### config.mk
export PLATFORM = sky130hd
export DESIGN_NAME = dcpu16_mctl
export DESIGN_NICKNAME = d
export VERILOG_FILES = /design/src/rtl/dcpu16_mctl.sv
export SDC_FILE = /design/constraint.sdc
export NUM_CORES = 1
export LEC_CHECK = 0
export BUFFER_PORTS_ARGS = -buffer_cell sky130_fd_sc_hd__buf_2
export CORE_MARGIN = 10
export CORE_UTILIZATION = 52
export CTS_BUF_LIST = sky130_fd_sc_hd__clkbuf_2 sky130_fd_sc_hd__clkbuf_4 sky130_fd_sc_hd__clkbuf_8
export DETAILED_ROUTE_END_ITERATION = 10
export PLACE_DENSITY = 0.88
export SYNTH_ARGS = -nofsm -noshare
export SYNTH_HDL_FRONTEND = slang
export SYNTH_SLANG_ARGS = --single-unit
### constraint.sdc
create_clock -name clk -period 3.9 [get_ports clk]
set_clock_uncertainty 0.1 [all_clocks]
set_input_delay 0.78 -clock clk [delete_from_list [all_inputs] [get_ports clk]]
set_output_delay 0.78 -clock clk [all_outputs]
set_load 0.1 [all_outputs]
### src/rtl/dcpu16_mctl.sv
// dcpu16_mctl: memory controller for the DCPU16 core.
// Serves G-BUS operand reads and F-BUS fetch/write requests from one
// synchronous single-port SRAM. The SRAM returns read data one cycle after
// it samples m_ce. Acks are level signals that are held until both buses can
// advance together: adv = (f_stb ~^ f_ack) & (g_stb ~^ g_ack).
// Optional build macro DCPU16_MCTL_STALL_CNT_EN enables the saturating
// contention counter on stall_cnt. Without the macro, stall_cnt is tied to 0.
module dcpu16_mctl #(
  parameter int AW     = 16,
  parameter int PRIO_G = 1
) (
  input  logic          clk,
  input  logic          rst,
  input  logic [15:0]   g_adr,
  input  logic          g_stb,
  input  logic          g_wre,
  output logic [15:0]   g_dti,
  output logic          g_ack,
  input  logic [15:0]   f_adr,
  input  logic          f_stb,
  input  logic          f_wre,
  input  logic [15:0]   f_dto,
  output logic [15:0]   f_dti,
  output logic          f_ack,
  output logic [AW-1:0] m_adr,
  output logic          m_ce,
  output logic          m_we,
  output logic [15:0]   m_dto,
  input  logic [15:0]   m_dti,
  output logic [15:0]   stall_cnt
);

  localparam logic [1:0] IDLE = 2'd0;
  localparam logic [1:0] ISS1 = 2'd1;
  localparam logic [1:0] ISS2 = 2'd2;
  localparam logic [1:0] HOLD = 2'd3;

  localparam logic PRIO_G_B = (PRIO_G != 0);

  // Access pipeline: p0 = issued this cycle (SRAM sampling),
  // p1 = SRAM read data on m_dti. bus_pN is 0 for G, 1 for F.
  logic       vld_p0, bus_p0, we_p0;
  logic       vld_p1, bus_p1, we_p1;

  logic [1:0] state, state_n;
  logic       g_cxl, f_cxl;
  logic       g_ack_n, f_ack_n;

  logic       adv;
  logic       g_busy, f_busy;
  logic       g_elig, f_elig;
  logic       g_win, f_win, issue, contend;
  logic       g_done, f_done;
  logic       g_dlv, f_dlv;
  logic [1:0] inflight_n;

  // Upper address bits beyond AW are intentionally ignored.
  logic       unused_bits;
  assign unused_bits = ^{g_adr, f_adr};

  assign adv = (f_stb ~^ f_ack) & (g_stb ~^ g_ack);

  assign g_busy = (vld_p0 & ~bus_p0) | (vld_p1 & ~bus_p1);
  assign f_busy = (vld_p0 &  bus_p0) | (vld_p1 &  bus_p1);

  // A bus with an ack pending or an access in flight cannot issue again.
  assign g_elig = g_stb & ~g_ack & ~g_busy & (state != ISS2);
  assign f_elig = f_stb & ~f_ack & ~f_busy & (state != ISS2);

  assign contend = g_elig & f_elig;
  assign g_win   = g_elig & (~f_elig |  PRIO_G_B);
  assign f_win   = f_elig & (~g_elig | ~PRIO_G_B);
  assign issue   = g_win | f_win;

  assign g_done = vld_p1 & ~bus_p1;
  assign f_done = vld_p1 &  bus_p1;

  // A withdrawn strobe anywhere during the access suppresses delivery.
  assign g_dlv = g_done & g_stb & ~g_cxl;
  assign f_dlv = f_done & f_stb & ~f_cxl;

  assign inflight_n = {1'b0, issue} + {1'b0, vld_p0};

  // Next ack levels and FSM state from issue, completion and adv events.
  always_comb begin
    g_ack_n = g_ack;
    f_ack_n = f_ack;
    if (adv) begin
      g_ack_n = 1'b0;
      f_ack_n = 1'b0;
    end
    if (g_dlv) g_ack_n = 1'b1;
    if (f_dlv) f_ack_n = 1'b1;
    state_n = IDLE;
    case (inflight_n)
      2'd2:    state_n = ISS2;
      2'd1:    state_n = ISS1;
      default: state_n = (g_ack_n | f_ack_n) ? HOLD : IDLE;
    endcase
  end

  // Issue stage -> SRAM sample stage -> read-data capture stage.
  always_ff @(posedge clk or posedge rst) begin
    if (rst) begin
      vld_p0 <= 1'b0;
      bus_p0 <= 1'b0;
      we_p0  <= 1'b0;
      vld_p1 <= 1'b0;
      bus_p1 <= 1'b0;
      we_p1  <= 1'b0;
    end else begin
      vld_p0 <= issue;
      bus_p0 <= f_win;
      we_p0  <= f_win ? f_wre : g_wre;
      vld_p1 <= vld_p0;
      bus_p1 <= bus_p0;
      we_p1  <= we_p0;
    end
  end

  // SRAM port registers; address and write data hold between issues.
  always_ff @(posedge clk or posedge rst) begin
    if (rst) begin
      m_ce  <= 1'b0;
      m_we  <= 1'b0;
      m_adr <= '0;
      m_dto <= 16'h0000;
    end else begin
      m_ce <= issue;
      m_we <= issue & (f_win ? f_wre : g_wre);
      if (issue) begin
        m_adr <= f_win ? f_adr[AW-1:0] : g_adr[AW-1:0];
        m_dto <= f_win ? f_dto : 16'h0000;
      end
    end
  end

  // Sticky cancel flags for strobes withdrawn while an access is in flight.
  always_ff @(posedge clk or posedge rst) begin
    if (rst) begin
      g_cxl <= 1'b0;
      f_cxl <= 1'b0;
    end else begin
      if (g_done)                g_cxl <= 1'b0;
      else if (g_busy && !g_stb) g_cxl <= 1'b1;
      if (f_done)                f_cxl <= 1'b0;
      else if (f_busy && !f_stb) f_cxl <= 1'b1;
    end
  end

  // Ack levels and returned read data; writes leave x_dti unchanged.
  always_ff @(posedge clk or posedge rst) begin
    if (rst) begin
      g_ack <= 1'b0;
      f_ack <= 1'b0;
      g_dti <= 16'h0000;
      f_dti <= 16'h0000;
    end else begin
      g_ack <= g_ack_n;
      f_ack <= f_ack_n;
      if (g_dlv && !we_p1) g_dti <= m_dti;
      if (f_dlv && !we_p1) f_dti <= m_dti;
    end
  end

  // Controller state tracking accesses in flight and held results.
  always_ff @(posedge clk or posedge rst) begin
    if (rst) state <= IDLE;
    else     state <= state_n;
  end

`ifdef DCPU16_MCTL_STALL_CNT_EN
  function automatic logic [15:0] sat_inc(input logic [15:0] v);
    return (v == 16'hFFFF) ? v : v + 16'd1;
  endfunction

  // Count edges where one eligible bus lost arbitration.
  always_ff @(posedge clk or posedge rst) begin
    if (rst)          stall_cnt <= 16'h0000;
    else if (contend) stall_cnt <= sat_inc(stall_cnt);
  end
`else
  logic unused_contend;
  assign unused_contend = contend;
  assign stall_cnt      = 16'h0000;
`endif

endmodule

==> results of run 1 <==
==> synthesized netlist by cell type <==
cell type and number:
buf_2 5, nor2_2 1, nand3_1 1, inv_1 6, nor2b_4 1, nand3b_4 1, dfrtp_1 77, o21a_1 2
a22o_1 1, nand4_1 1, mux2_2 32, nor2_4 3, mux2_4 1, buf_4 18, nand2b_1 2, ha_1 4
buf_6 7, nor2_1 19, nand4b_1 2, o21ai_0 1, and3_1 1, a22oi_1 1, a21oi_1 49, nand2_1 53
a31oi_1 1, and4b_1 1, conb_1 1
==> final cells by class <==
class	count	area, µm²
inverter	6	22.5
fill	493	1930
clock inverter	4	50.0
timing repair buffer	142	723
multi-input combinational	194	1170
clock buffer	10	138
sequential	77	1930
tap	75	93.8
==> worst max-delay path by stage <==
stage                   to  depth (start not counted)  slack (ns)
floorplan           bus_p0                          1        1.05
global placement     we_p0                          6        1.17
detailed placement   we_p0                          6        1.10
CTS                  we_p0                          6        1.49
global route         we_p0                          6        1.41
finish               we_p0                          6        1.48
==> state kept, by name, summed over array words and instances, names as in the netlist, 2 cells and up <==
| name | count |
|---|---|
| f_dti | 16 |
| g_dti | 16 |
| m_adr | 16 |
| m_dto | 16 |
| state | 2 |
==> metal layers <==
layer / track usage (%) / wire length (µm) / vias to the layer above
met1: 18.9 / 3320 / 1170
met5: 0 / 0 / -
met2: 27.2 / 4160 / 102
met4: 6.06 / 99 / 0
li1: - / - / 1216
met3: 8.10 / 936 / 10
==> stage by stage <==
stage | hold WS (ns) | utilization [%]
after floorplan | 0.231 | -
after global placement | 0.240 | 65.0
after detailed placement | 0.245 | 65.0
after CTS | 0.267 | 68.1
after global routing | 0.295 | 68.1
final | 0.263 | 68.1
==> critical path, stage by stage <==
cell and delay [ns]:
buf_2 0.12, ha_1 0.17, and4b_1 0.71, buf_4 0.35
nor2_4 0.07, mux2_4 0.32
==> cell families after synthesis <==
logic type,after synthesis,synth area share (%)
AOI/OAI and AO/OA,55,8.70
adders and majority gates,4,1.51
buffers and inverters,36,7.91
DFF,77,58.3
muxes,33,11.4
other,1,0.113
and+or+nand+nor,86,12.1
==> results.py, run 1 <==
metrics = {
    "floorplan": {
        "die_w_um": 99.7,
        "fp-row-count": 28,
        "start_util_pct": 54.6,
        "io_pins": 154,
        "dieArea_mm2": 0.00995,
        "die_y_um": 99.7,
        "core_mm2": 0.00606,
    },
    "placement": {
        "io_buffers": 137,
        "dp.cells": 494,
        "place.gp.congestion": 0.787,
        "place_area_mm2": 0.00394,
        "hpwl_mm": 6.66,
        "pre_cts_ws_ns": 1.10,
    },
    "setup_path": {
        "start_kind": "input port",
        "rr_worst_depth": 6,
        "worst_ep_arrival_time_ns": 2.54,
        "critPathKind": "input port to register",
        "r2r-end": "we_p0",
        "reg2reg_setup_slack_ns": 1.58,
        "crit_path_end_kind": "register",
        "crit_fanout": 20,
        "startpoint": "g_stb",
        "reg2reg_from": "g_ack",
        "worstPathRequired_ns": 4.02,
    },
    "cells_and_area": {
        "stdcell_area_mm2": 0.00413,
        "finalNetCount": 504,
        "layout-drive-gt1-share_pct": 45.3,
        "final_common_cell": "buf_2",
        "layout.cells.non_filler": 508,
        "antenna_cells": 0,
        "area_growth_pct": 24.9,
        "layout_common_cells": "buf_2 (137), dfrtp_1 (77), nand2_1 (53)",
    },
    "drt": {
        "drcViolationCount": 0,
        "wl_per_cell_um": 16.8,
        "vias": 2498,
        "viasPerCell": 4.92,
        "routed_wl_mm": 8.51,
        "drtAntennaViolNets": 0,
        "dr.pass1.iters": 4,
        "drtIter0Drc": 111,
    },
    "clock_tree": {
        "holdBufCountCts": 0,
        "clk_pin_slew_ns": 0.07,
        "post_cts_resized": 0,
        "cts-root-buf": "clkbuf_8",
        "clkLatencyLatePin_ns": 0.34,
        "numCtsBuffers": 9,
        "cts_sinks": 77,
        "cts_tree": "yes",
        "cts_max_path_buffers": 2,
        "htreeDepth": 3,
        "post_cts_buffers": 0,
    },
    "logic_synthesis": {
        "yosys.cell_types.count": 27,
        "ys_top_cells_by_area": "dfrtp_1 (58%), mux2_2 (11%), a21oi_1 (7.4%)",
        "syn_avg_cell_area_um2": 11.3,
        "synth.largest_area_cell": "dfrtp_1",
        "synth_top_area_share_pct": 58.3,
        "yosysWarnings": 0,
        "yosysSeqAreaShare_pct": 58.3,
        "ys_ff_latch": 77,
        "syn_inst": 292,
        "synth_area_mm2": 0.00331,
    },
    "timing": {
        "rsz0062_at_grt": "false",
        "finalHoldViolations": 0,
        "fin_tns_setup_ns": 0,
        "slew_headroom_pct": 45.9,
        "setup_viol": 0,
        "fin_crit_ns": 2.42,
        "fin_crit_sh_pct": 62.2,
        "worst_slew_pin_slew_ns": 0.810,
        "slew_viol_final": 0,
        "timing.final.ws_setup_ns": 1.48,
        "fmax_mhz": 413,
    },
    "global_route": {
        "grt_usage_pct": 16.9,
        "grt_pass1_wl_mm": 13.5,
        "antenna_found_initial": 0,
        "grt_pass1_vias": 2724,
        "grt_overflow": 0,
        "grt_max_degree": 28,
    },
    "worst_hold_path": {
        "holdPathEnd": "we_p1",
        "hold_path.class": "register to register",
        "worstHoldStart": "we_p0",
        "hold_depth": 0,
    },
    "status": {
        "status": "completed",
    },
    "flow_run": {
        "cap_violations": 0,
    },
}
Power of run 1 is left out: the tool's default activity adds up to more than one toggle a clock period on the data nets, which glitch-free logic cannot reach.
==> run 2: changes to the inputs <==
--- a/config.mk
+++ b/config.mk
@@ -7,10 +7,10 @@
 export LEC_CHECK = 0
 export BUFFER_PORTS_ARGS = -buffer_cell sky130_fd_sc_hd__buf_2
 export CORE_MARGIN = 10
-export CORE_UTILIZATION = 52
+export CORE_UTILIZATION = 43
 export CTS_BUF_LIST = sky130_fd_sc_hd__clkbuf_2 sky130_fd_sc_hd__clkbuf_4 sky130_fd_sc_hd__clkbuf_8
 export DETAILED_ROUTE_END_ITERATION = 10
-export PLACE_DENSITY = 0.88
+export PLACE_DENSITY = 0.78
 export SYNTH_ARGS = -nofsm -noshare
 export SYNTH_HDL_FRONTEND = slang
 export SYNTH_SLANG_ARGS = --single-unit
==> constraint.sdc (replaced) <==
create_clock -name clk -period 2.2 [get_ports clk]
set_clock_uncertainty 0.1 [all_clocks]
set_input_delay 0.44 -clock clk [delete_from_list [all_inputs] [get_ports clk]]
set_output_delay 0.44 -clock clk [all_outputs]
set_load 0.1 [all_outputs]
==> run 2 against run 1 <==
  * Flip-flop and latch count stayed put
  * Final cell count is 5.7% higher
  * Setup slack worse by 1.0 ns
  * Clock-buffer cell count is 1 lower
  * Cell area is 1.9% higher
  * Die area is 17% higher
  * Critical path type is now register to output pin
==> results.py, run 2 (synthesized netlist as in run 1, its figures left out) <==
metrics = {
    "cells_and_area": {
        "antenna_cells": 0,
        "layout_common_cells": "buf_2 (137), dfrtp_1 (74), nand2_1 (53)",
        "area_growth_pct": 27.2,
        "fill_cells": 646,
        "final_common_cell": "buf_2",
        "layout.cells.non_filler": 537,
        "finalNetCount": 507,
        "layout-drive-gt1-share_pct": 46.6,
    },
    "placement": {
        "dp.cells": 521,
        "hpwl_mm": 6.55,
        "pre_cts_ws_ns": 0.271,
        "place.gp.congestion": 0.738,
        "io_buffers": 137,
    },
    "timing": {
        "fmax_mhz": 565,
        "slew_viol_final": 0,
        "worst_slew_pin_slew_ns": 0.584,
        "setup_viol": 0,
        "rsz0062_at_grt": "false",
        "finalHoldViolations": 0,
        "timing.final.ws_setup_ns": 0.430,
        "fin_tns_setup_ns": 0,
        "slew_headroom_pct": 61.1,
        "hold_slack_ns": 0.0934,
        "fin_crit_ns": 1.77,
        "fin_crit_sh_pct": 80.4,
    },
    "clock_tree": {
        "post_cts_resized": 0,
        "cts_max_path_buffers": 2,
        "htreeDepth": 3,
        "cts-root-buf": "clkbuf_8",
        "cts_sinks": 77,
        "cts_tree": "yes",
        "post_cts_buffers": 0,
        "clk_pin_slew_ns": 0.08,
        "numCtsBuffers": 9,
        "holdBufCountCts": 0,
        "clkLatencyLatePin_ns": 0.34,
    },
    "setup_path": {
        "crit_path_end_kind": "output pin",
        "crit_buf_inv": 1,
        "crit_path_max_incr_delay_ns": 0.46,
        "start_kind": "register",
        "critPathKind": "register to output pin",
        "crit_fanout": 7,
        "worst_ep_arrival_time_ns": 1.23,
        "worstPathRequired_ns": 1.66,
        "crit_family": "buffers and inverters",
        "path_cells": "buf_2",
        "critPathSlowestCell": "buf_2",
    },
    "drt": {
        "wl_per_cell_um": 15.6,
        "drtIter0Drc": 91,
        "top_layer": "met4",
        "routed_wl_mm": 8.37,
        "met2WireLength_mm": 4.03,
        "dr.pass1.iters": 4,
        "drtAntennaViolNets": 0,
        "routedLengthMet1_mm": 3.39,
        "vias": 2516,
        "viasPerCell": 4.69,
        "wl_met3_um": 879,
        "drcViolationCount": 0,
    },
    "floorplan": {
        "core_mm2": 0.00737,
        "fp-row-count": 31,
        "dieArea_mm2": 0.0116,
        "die_w_um": 108,
        "die_y_um": 108,
        "start_util_pct": 44.9,
        "io_pins": 154,
    },
    "global_route": {
        "grt_max_degree": 50,
        "grt_pass1_vias": 2661,
        "antenna_found_initial": 0,
        "grt_overflow": 0,
        "grt_usage_pct": 13.8,
        "grt_pass1_wl_mm": 13.0,
    },
    "status": {
        "status": "completed",
    },
    "flow_run": {
        "cap_violations": 0,
    },
    "worst_hold_path": {
        "hold_path.class": "input port to async pin",
    },
}
==> run 2: changes by cell type in the layout (fill, tap and decap cells not counted) <==
cell      previous run  this run
clkbuf_8            10         9
dfrtp_1             77        74
inv_6                0         3
inv_2                1         0
buf_4                5         8
dfrtp_2              0         3
clkinv_4             0         2
clkinv_2             1         0
==> run 2: layer usage <==
| layer | vias up | track usage (%) |
|---|---|---|
| met2 | 103 | 22.6 |
| met3 | 8 | 6.11 |
| met5 | - | 0 |
| met1 | 1178 | 16.0 |
| li1 | 1227 | - |
| met4 | 0 | 3.72 |
==> run 2: cell type report <==
type                       count  area [µm²]  area share (%)
clock buffer                   9         124            2.94
clock inverter                 7        81.3            1.93
inverter                       6        26.3           0.625
sequential                    77        1930            45.9
timing repair buffer         145         746            17.7
tap                           99         124            2.94
multi-input combinational    194        1170            27.9
==> run 2: path summary, 6_finish.rpt <==
path,cells past startpoint,startpoint,slack [ns],end
setup / recovery,1,m_ce,0.43,m_ce
hold / removal,3,rst,0.09,m_dto[6]
setup reg to reg,4,bus_p1,0.45,g_dti[3]
hold reg to reg,0,we_p0,0.25,we_p1
max in group asynchronous,3,rst,1.39,m_ce
min in group clk,3,f_dto[4],0.23,m_dto[4]
==> run 2: stage by stage <==
step           util (%)  cell area [µm²]
2_1_floorplan         -             3370
3_3_place_gp       54.3             4000
3_5_place_dp       54.3             4000
4_1_cts            57.1             4210
5_1_grt            57.1             4210
6_report           57.1             4210
Power of run 2 is left out for the same reason.
==> run 3: changes to the inputs <==
==> constraint.sdc (replaced) <==
create_clock -name clk -period 1.6 [get_ports clk]
set_clock_uncertainty 0.1 [all_clocks]
set_input_delay 0.32 -clock clk [delete_from_list [all_inputs] [get_ports clk]]
set_output_delay 0.32 -clock clk [all_outputs]
set_load 0.1 [all_outputs]
==> run 3 against run 2 <==
  * The flow now finishes with violations (negative setup slack)
  * Non-clock buffer count increased by 15
  * Wire length is 5.5% higher
  * Final cell count increased by 2.8%
  * Register-to-register slack lost 0.47 ns
  * Critical endpoint is now g_dti[4]
==> results.py, run 3 (synthesized netlist as in run 1, its figures left out) <==
metrics = {
    "status": {
        "status": "finished, violations left",
        "violations": "negative setup slack",
    },
    "cells_and_area": {
        "regArea_mm2": 0.00194,
        "fill_cells": 627,
        "finalNetCount": 522,
        "final_common_cell": "buf_2",
        "area_growth_pct": 39.0,
        "multiInputGateArea_mm2": 0.00128,
        "layout_common_cells": "buf_2 (115), dfrtp_1 (73), nand2_1 (53)",
        "utilization_pct": 62.4,
        "layout-drive-gt1-share_pct": 51.7,
        "antenna_cells": 0,
    },
    "global_route": {
        "antenna_found_initial": 0,
        "grt_pass1_vias": 2817,
        "grt_max_degree": 41,
        "grt_overflow": 0,
        "grt_pass1_wl_mm": 13.8,
        "grt_usage_pct": 14.6,
    },
    "clock_tree": {
        "clkLatencyLatePin_ns": 0.33,
        "cts-root-buf": "clkbuf_8",
        "numCtsBuffers": 9,
        "cts_tree": "yes",
        "clk_pin_slew_ns": 0.08,
        "cts_max_path_buffers": 2,
        "cts_sinks": 77,
        "htreeDepth": 3,
    },
    "setup_path": {
        "crit_fanout": 16,
        "crit_path_end_kind": "register",
        "worstPathRequired_ns": 1.71,
        "critPathKind": "register to register",
        "worst_ep_arrival_time_ns": 1.73,
        "start_kind": "register",
    },
    "drt": {
        "wl_per_cell_um": 16.0,
        "viasPerCell": 4.76,
        "dr.pass1.iters": 7,
        "drtIter0Drc": 63,
        "drcViolationCount": 0,
        "vias": 2628,
        "drtAntennaViolNets": 0,
        "routed_wl_mm": 8.83,
    },
    "timing": {
        "setup_viol": 10,
        "fmax_mhz": 618,
        "slew_viol_final": 0,
        "rsz0062_at_grt": "true",
        "fin_tns_setup_ns": -0.0741,
        "fin_crit_sh_pct": 101,
        "fin_crit_ns": 1.62,
        "timing.final.ws_setup_ns": -0.0184,
        "finalHoldViolations": 0,
        "hold_slack_ns": 0.106,
    },
    "flow_run": {
        "cap_violations": 0,
    },
    "floorplan": {
        "dieArea_mm2": 0.0116,
        "die_w_um": 108,
        "start_util_pct": 44.9,
        "fp-row-count": 31,
        "core_mm2": 0.00737,
        "io_pins": 154,
        "die_y_um": 108,
    },
    "placement": {
        "place.gp.congestion": 0.859,
        "hpwl_mm": 6.83,
        "io_buffers": 137,
    },
    "worst_hold_path": {
        "hold_path.class": "input port to register",
    },
}
run 3: changes by cell type in the layout (fill, tap and decap cells not counted), sizes merged:
| cell | previous run | this run |
|---|---|---|
| clkinvlp | 2 | 5 |
| clkinv | 2 | 0 |
| buf | 145 | 140 |
| clkbuf | 9 | 30 |
| dlygate4sd3 | 0 | 1 |
| inv | 8 | 5 |
run 3: repair_timing:
| item | CTS | global route |
|---|---|---|
| buffers inserted | 2 | 0 |
| pin swaps | 0 | 1 |
| gates resized for setup | 9 | 36 |
| endpoints found under the setup margin | 51 | 85 |
| hold endpoints to repair | 40 | 0 |
| hold buffers | 1 | 0 |
run 3: cell type report:
type,count,share of cell area [%]
Clock buffer,11,3.16
Clock inverter,5,1.31
Inverter,6,0.572
Multi-Input combinational cell,194,27.8
Sequential cell,77,42.2
Tap cell,99,2.70
Timing Repair Buffer,160,22.3
run 3: worst paths after layout:
path / slack [ns] / start / endpoint / cells after the start
max reg2reg: -0.02 / bus_p1 / g_dti[4] / 6
min: 0.11 / f_dto[4] / m_dto[4] / 3
max in group asynchronous: 0.42 / rst / f_ack / 4
min reg2reg: 0.29 / we_p0 / we_p1 / 0
max: -0.02 / bus_p1 / g_dti[4] / 6
min in group asynchronous: 0.50 / rst / m_dto[7] / 4
run 3: stage by stage:
step,setup WS (ns),instance area [µm²],cells
floorplan,-0.372,3430,307
global placement,-0.0631,4220,533
detailed placement,-0.139,4220,533
CTS,-0.0486,4490,552
global route,-0.0929,4600,552
finish,-0.0184,4600,552
run 3: routing by layer:
layer,part of all wire (%),vias to the layer above,track usage [%]
li1,-,1250,-
met1,41,1264,16.8
met3,9.9,4,6.35
met2,49,110,24.0
met4,0.65,0,4.29
met5,0,-,0
run 3: critical path: stages, from the launching register on:
cell      delay (ns)
dfrtp_2         0.44
nor2b_4         0.14
buf_6           0.11
nand3b_4        0.08
nor2_4          0.11
buf_12          0.17
mux2_2          0.34
Power of run 3 is left out for the same reason.
